**src/rtl/nibble_serial_adder_pkg.sv**
```systemverilog
// Shared definitions for the nibble-serial adder.
// State encoding, nibble width and a parameter sanity check.
package nibble_serial_adder_pkg;

    localparam int NIBBLE_W = 4;

    localparam logic [1:0] ST_IDLE = 2'd0;
    localparam logic [1:0] ST_RUN  = 2'd1;
    localparam logic [1:0] ST_DONE = 2'd2;

    typedef enum logic [1:0] {
        IDLE = ST_IDLE,
        RUN  = ST_RUN,
        DONE = ST_DONE
    } state_e;

    // A legal width is a whole number of nibbles, at least one.
    function automatic bit width_ok(input int w);
        return (w >= NIBBLE_W) && ((w % NIBBLE_W) == 0);
    endfunction

endpackage

```
**src/rtl/ripple_carry_adder_4bit.sv**
```systemverilog
// Four-bit ripple-carry adder built from single-bit full adders.
// Purely combinational; the sequencing lives in the parent.
module full_adder (
    input  logic a_i,
    input  logic b_i,
    input  logic c_i,
    output logic s_o,
    output logic c_o
);

    assign s_o = a_i ^ b_i ^ c_i;
    assign c_o = (a_i & b_i) | (c_i & (a_i ^ b_i));

endmodule

module ripple_carry_adder_4bit (
    input  logic [3:0] a_i,
    input  logic [3:0] b_i,
    input  logic       cin_i,
    output logic [3:0] sum_o,
    output logic       cout_o
);

    logic [4:0] c;

    assign c[0]   = cin_i;
    assign cout_o = c[4];

    for (genvar i = 0; i < 4; i++) begin : g_fa
        full_adder u_fa (
            .a_i (a_i[i]),
            .b_i (b_i[i]),
            .c_i (c[i]),
            .s_o (sum_o[i]),
            .c_o (c[i+1])
        );
    end

endmodule

```
**src/rtl/nibble_serial_adder.sv**
```systemverilog
// Multi-cycle WIDTH-bit adder reusing one 4-bit adder, LSB nibble first.
// Valid/ready on both sides; one bubble cycle between operations.
module nibble_serial_adder
    import nibble_serial_adder_pkg::*;
#(
    parameter int WIDTH = 16
) (
    input  logic             clk,
    input  logic             rst_n,
    input  logic             in_valid,
    output logic             in_ready,
    input  logic [WIDTH-1:0] a,
    input  logic [WIDTH-1:0] b,
    input  logic             cin,
    output logic             out_valid,
    input  logic             out_ready,
    output logic [WIDTH-1:0] sum,
    output logic             cout,
    output logic             overflow
);

    localparam int NIBBLES = WIDTH / NIBBLE_W;
    localparam int CW      = (NIBBLES > 1) ? $clog2(NIBBLES) : 1;
    localparam logic [CW-1:0] LAST = CW'(NIBBLES - 1);

    if (!width_ok(WIDTH)) begin : g_bad_width
        $error("nibble_serial_adder: WIDTH must be a multiple of 4, >= 4");
    end

    state_e           state_q, state_d;
    logic [WIDTH-1:0] a_q, a_d;
    logic [WIDTH-1:0] b_q, b_d;
    logic [WIDTH-1:0] res_q, res_d;
    logic [WIDTH-1:0] res_nx;
    logic             c_q, c_d;
    logic             am_q, am_d;
    logic             bm_q, bm_d;
    logic [CW-1:0]    cnt_q, cnt_d;
    logic [3:0]       nib_sum;
    logic             nib_co;

    ripple_carry_adder_4bit u_rca (
        .a_i    (a_q[NIBBLE_W-1:0]),
        .b_i    (b_q[NIBBLE_W-1:0]),
        .cin_i  (c_q),
        .sum_o  (nib_sum),
        .cout_o (nib_co)
    );

    // New nibble enters the result from the top, so after NIBBLES
    // shifts the first nibble has reached bit 0.
    if (WIDTH == NIBBLE_W) begin : g_one_nib
        assign res_nx = nib_sum;
    end else begin : g_multi_nib
        assign res_nx = {nib_sum, res_q[WIDTH-1:NIBBLE_W]};
    end

    assign in_ready  = rst_n && (state_q == IDLE);
    assign out_valid = (state_q == DONE);
    assign sum       = res_q;
    assign cout      = c_q;
    assign overflow  = (am_q == bm_q) && (res_q[WIDTH-1] != am_q);

    // Next-state and datapath sequencing for IDLE -> RUN -> DONE.
    always_comb begin
        state_d = state_q;
        a_d     = a_q;
        b_d     = b_q;
        res_d   = res_q;
        c_d     = c_q;
        am_d    = am_q;
        bm_d    = bm_q;
        cnt_d   = cnt_q;
        unique case (state_q)
            IDLE: begin
                if (in_valid) begin
                    a_d     = a;
                    b_d     = b;
                    c_d     = cin;
                    am_d    = a[WIDTH-1];
                    bm_d    = b[WIDTH-1];
                    cnt_d   = '0;
                    state_d = RUN;
                end
            end
            RUN: begin
                res_d = res_nx;
                a_d   = a_q >> NIBBLE_W;
                b_d   = b_q >> NIBBLE_W;
                c_d   = nib_co;
                cnt_d = cnt_q + 1'b1;
                if (cnt_q == LAST) begin
                    state_d = DONE;
                end
            end
            DONE: begin
                if (out_ready) begin
                    state_d = IDLE;
                end
            end
            default: state_d = IDLE;
        endcase
    end

    // State, operand, carry and result registers.
    always_ff @(posedge clk or negedge rst_n) begin
        if (!rst_n) begin
            state_q <= IDLE;
            a_q     <= '0;
            b_q     <= '0;
            res_q   <= '0;
            c_q     <= 1'b0;
            am_q    <= 1'b0;
            bm_q    <= 1'b0;
            cnt_q   <= '0;
        end else begin
            state_q <= state_d;
            a_q     <= a_d;
            b_q     <= b_d;
            res_q   <= res_d;
            c_q     <= c_d;
            am_q    <= am_d;
            bm_q    <= bm_d;
            cnt_q   <= cnt_d;
        end
    end

endmodule

```
**config.mk**
```make
export PLATFORM = sky130hd
export DESIGN_NAME = nibble_serial_adder
export DESIGN_NICKNAME = d
export VERILOG_FILES = /design/src/rtl/nibble_serial_adder_pkg.sv /design/src/rtl/ripple_carry_adder_4bit.sv /design/src/rtl/nibble_serial_adder.sv
export SDC_FILE = /design/constraint.sdc
export NUM_CORES = 1
export LEC_CHECK = 0
export CORE_AREA = 2 2 81 83
export CTS_CLUSTER_DIAMETER = 200
export DETAILED_ROUTE_END_ITERATION = 7
export DIE_AREA = 0 0 83 85
export MAX_ROUTING_LAYER = met4
export PLACE_DENSITY = 0.7
export REMOVE_ABC_BUFFERS = 1
export SYNTH_ARGS = -nofsm -noshare
export SYNTH_HDL_FRONTEND = slang
export SYNTH_SLANG_ARGS = --single-unit
```
**constraint.sdc**
```tcl
create_clock -name clk -period 3.4 [get_ports clk]
set_clock_uncertainty 0.05 [all_clocks]
set_input_delay 0.68 -clock clk [delete_from_list [all_inputs] [get_ports clk]]
set_output_delay 0.68 -clock clk [all_outputs]
set_load 0.02 [all_outputs]
```
==> results by group <==
CTS
  – Clk_lat worst skew: around 0.3 ns
  – Max Root-Sink Buffers: 2
  – Clk slew on worst S/H paths: 0.09 ns
  – CTS tree: built
  – Hold Buf Count CTS: 0
  – CTS Buf Count: 5
  – Htree depth: 2
  – Sink Count: 55
  – Post-CTS Setup Bufs: 0
  – CTS root buf: clkbuf_8
  – Post-CTS sizing: 0

Synthesis
  – Yosys top cell by area: dfrtp_1
  – Post-synth top cells: 55 x dfrtp_1, 32 x inv_1, 23 x nor4b_1, 18 x nor3b_1, 17 x a211oi_1
  – Mapped Avg Cell Area: 11.6 um^2
  – Synth Flop Type: dfrtp_1
  – Synth warnings: 0
  – Yosys reg bits: 55
  – Register area share after synthesis: 51.2%
  – Top cell type's share of synthesized area: 51.2%
  – Netlist cell types: 31
  – Number of synthesized flops with an enable pin: 0
  – Ranking of synthesized cells by area: dfrtp_1 51%, nor4b_1 7.5%, mux2_2 6.7%
  – Mapped cell area: 0.00269 mm^2
  – Cells after Synth: 232
  – Synth async-reset ratio: 100%
  – Count leader, synth: dfrtp_1

Timing
  – Slew of the pin with the lowest slew margin: around 1.1 ns
  – Final cycle utilization of the critical path: 81.1%
  – Crit path time final: 2.76 ns
  – Setup TNS: 0 ns
  – Final setup viols: 0
  – Pins Over Slew Limit: 0
  – RSZ-0062 raised after global routing: false
  – Max Freq: 363 MHz
  – Slew margin rel.: 26.8%
  – Final hold vios: 0

Die
  – Die Y: around 85 um
  – Die area: 0.00706 mm^2
  – Core ar.: 0.00620 mm^2
  – # rows: 29
  – Initial Util: 43.3%
  – IO Pins: 57
  – Die width: 83 um

Critical path
  – CP Capture Type: output port
  – Setup CP Type: flip-flop to output port
  – CP required: roughly 2.7 ns
  – Startpoint Class: flip-flop
  – Top fanout value on the critical path: 59
  – Arrival time worst endpoint: 2.03 ns

Global routing
  – Gr usage total: around 16%
  – Largest net degree at the start of global routing: 60
  – GR Overflow Total: 0
  – Vias in the first global route: 1817
  – First-pass GRT wire length: 8940 um
  – Antenna violations before repair: 0

Detailed routing
  – DRT Wirelength: 5350 um
  – DR WL/cell: 15.0 um
  – Routed vias: 1888
  – Vias per inst: 5.30
  – # DRC: 0
  – Post-DRT Antenna Nets: 0
  – Pre-antenna DRT Iters: 4
  – 1st-iter DRT viols: just under 90

Layout
  – Area growth from synthesis to layout: 25.6%
  – FILL cells: 554
  – N_diodes: 0
  – Final #Nets: roughly 320
  – Proportion of layout cells with a drive suffix above 1: between 10% and 20%

Pwr
  – PD cells: 942 mW/mm^2
  – Total power: between 3 and 4 mW
  – Leak: 1.39 nW
  – Maximum resistive drop on vdd: 0.469 mV

Place
  – Port Buffers: 56
  – Placer Congestion: 0.771
  – HPWL after DPL: ~3500 um

Worst hold path
  – HP Class: flip-flop to flip-flop

Job
  – Max-Cap Viols: 0

Outcome
  – Run status: completed
worst max-delay path, stage by stage (launching register included):
cell	delay (ns)
dfrtp_1	0.36
buf_4	0.46
nor2b_1	0.27
clkdlybuf4s50_1	0.63
final timing paths:
kind / end / slack [ns] / cells past startpoint / start
min: a_q[14] / 0.45 / 2 / a_q[14]
min reg2reg: a_q[14] / 0.45 / 2 / a_q[14]
max in group asynchronous: a_q[13] / 2.37 / 2 / rst_n
max: out_valid / 0.64 / 3 / state_q[1]
min in group asynchronous: sum[6] / 0.47 / 2 / rst_n
max reg2reg: sum[15] / 1.17 / 8 / cout
area by class of cell:
type,instances,area [um^2],share of cell area [%]
Inverter,32,120,3.56
Clock inverter,1,30.0,0.889
Timing Repair Buffer,60,586,17.3
Tap cell,77,96.3,2.85
Clock buffer,6,72.6,2.15
Multi-Input combinational cell,125,1100,32.5
Sequential cell,55,1380,40.7
metal layers:
metal / vias to the layer above / global-route usage (%) / wire, um
met5: - / - / 0
met4: 0 / 5.22 / 66
met3: 6 / 3.89 / 217
met2: 42 / 24.0 / 2410
met1: 913 / 22.4 / 2660
li1: 927 / - / -
where the power goes:
part           switching [mW]  internal (mW)  total, mW
combinational           0.818          0.784       1.60
clock                   0.199          0.216      0.415
sequential              0.179          0.984       1.16
total                    1.20           1.98       3.18
kinds of logic after synthesis:
logic type / after synthesis / share of synthesized area [%]
AO/OA/AOI/OAI: 39 / 12.1
adder cells (fa/ha/maj): 5 / 3.44
buffers and inverters: 52 / 8.00
flip-flops: 55 / 51.2
multiplexers: 19 / 7.82
AND/OR/NAND/NOR: 62 / 17.4
sequential cells by signal, summed over array words and instances, names as in the netlist:
signal and cells:
b_q 16, a_q 16, cout 1, bm_q 1
cnt_q 2, state_q 2, am_q 1, sum 16
per-stage QoR:
step | setup slack, ns | util, % | std cells | area [um^2] | hold slack, ns
floorplan | 1.07 | - | 212 | 2590 | 0.334
global placement | 0.670 | 52.8 | 349 | 3280 | 0.422
detailed placement | 0.661 | 52.8 | 349 | 3280 | 0.428
CTS | 0.623 | 54.4 | 356 | 3380 | 0.450
global route | 0.499 | 54.4 | 356 | 3380 | 0.480
finish | 0.644 | 54.4 | 356 | 3380 | 0.451
cells in the final DEF, fill, tap and decap left out, types with 2 or more instances in the layout:
cell type and count:
clkbuf_8 5, fa_1 4, a221o_1 2, mux2i_1 3, nor2b_1 2, inv_1 32, nand2b_1 2, a221oi_1 6
buf_4 4, a22o_1 3, clkdlybuf4s50_1 55, nand3b_1 4, nand2_1 6, o221ai_1 4, and2_1 2, or4b_1 2
mux2_2 16, o221a_2 2, a211oi_1 17, nor3b_1 18, dfrtp_1 55, nor4b_1 23
(Power assumes the default switching activity.)
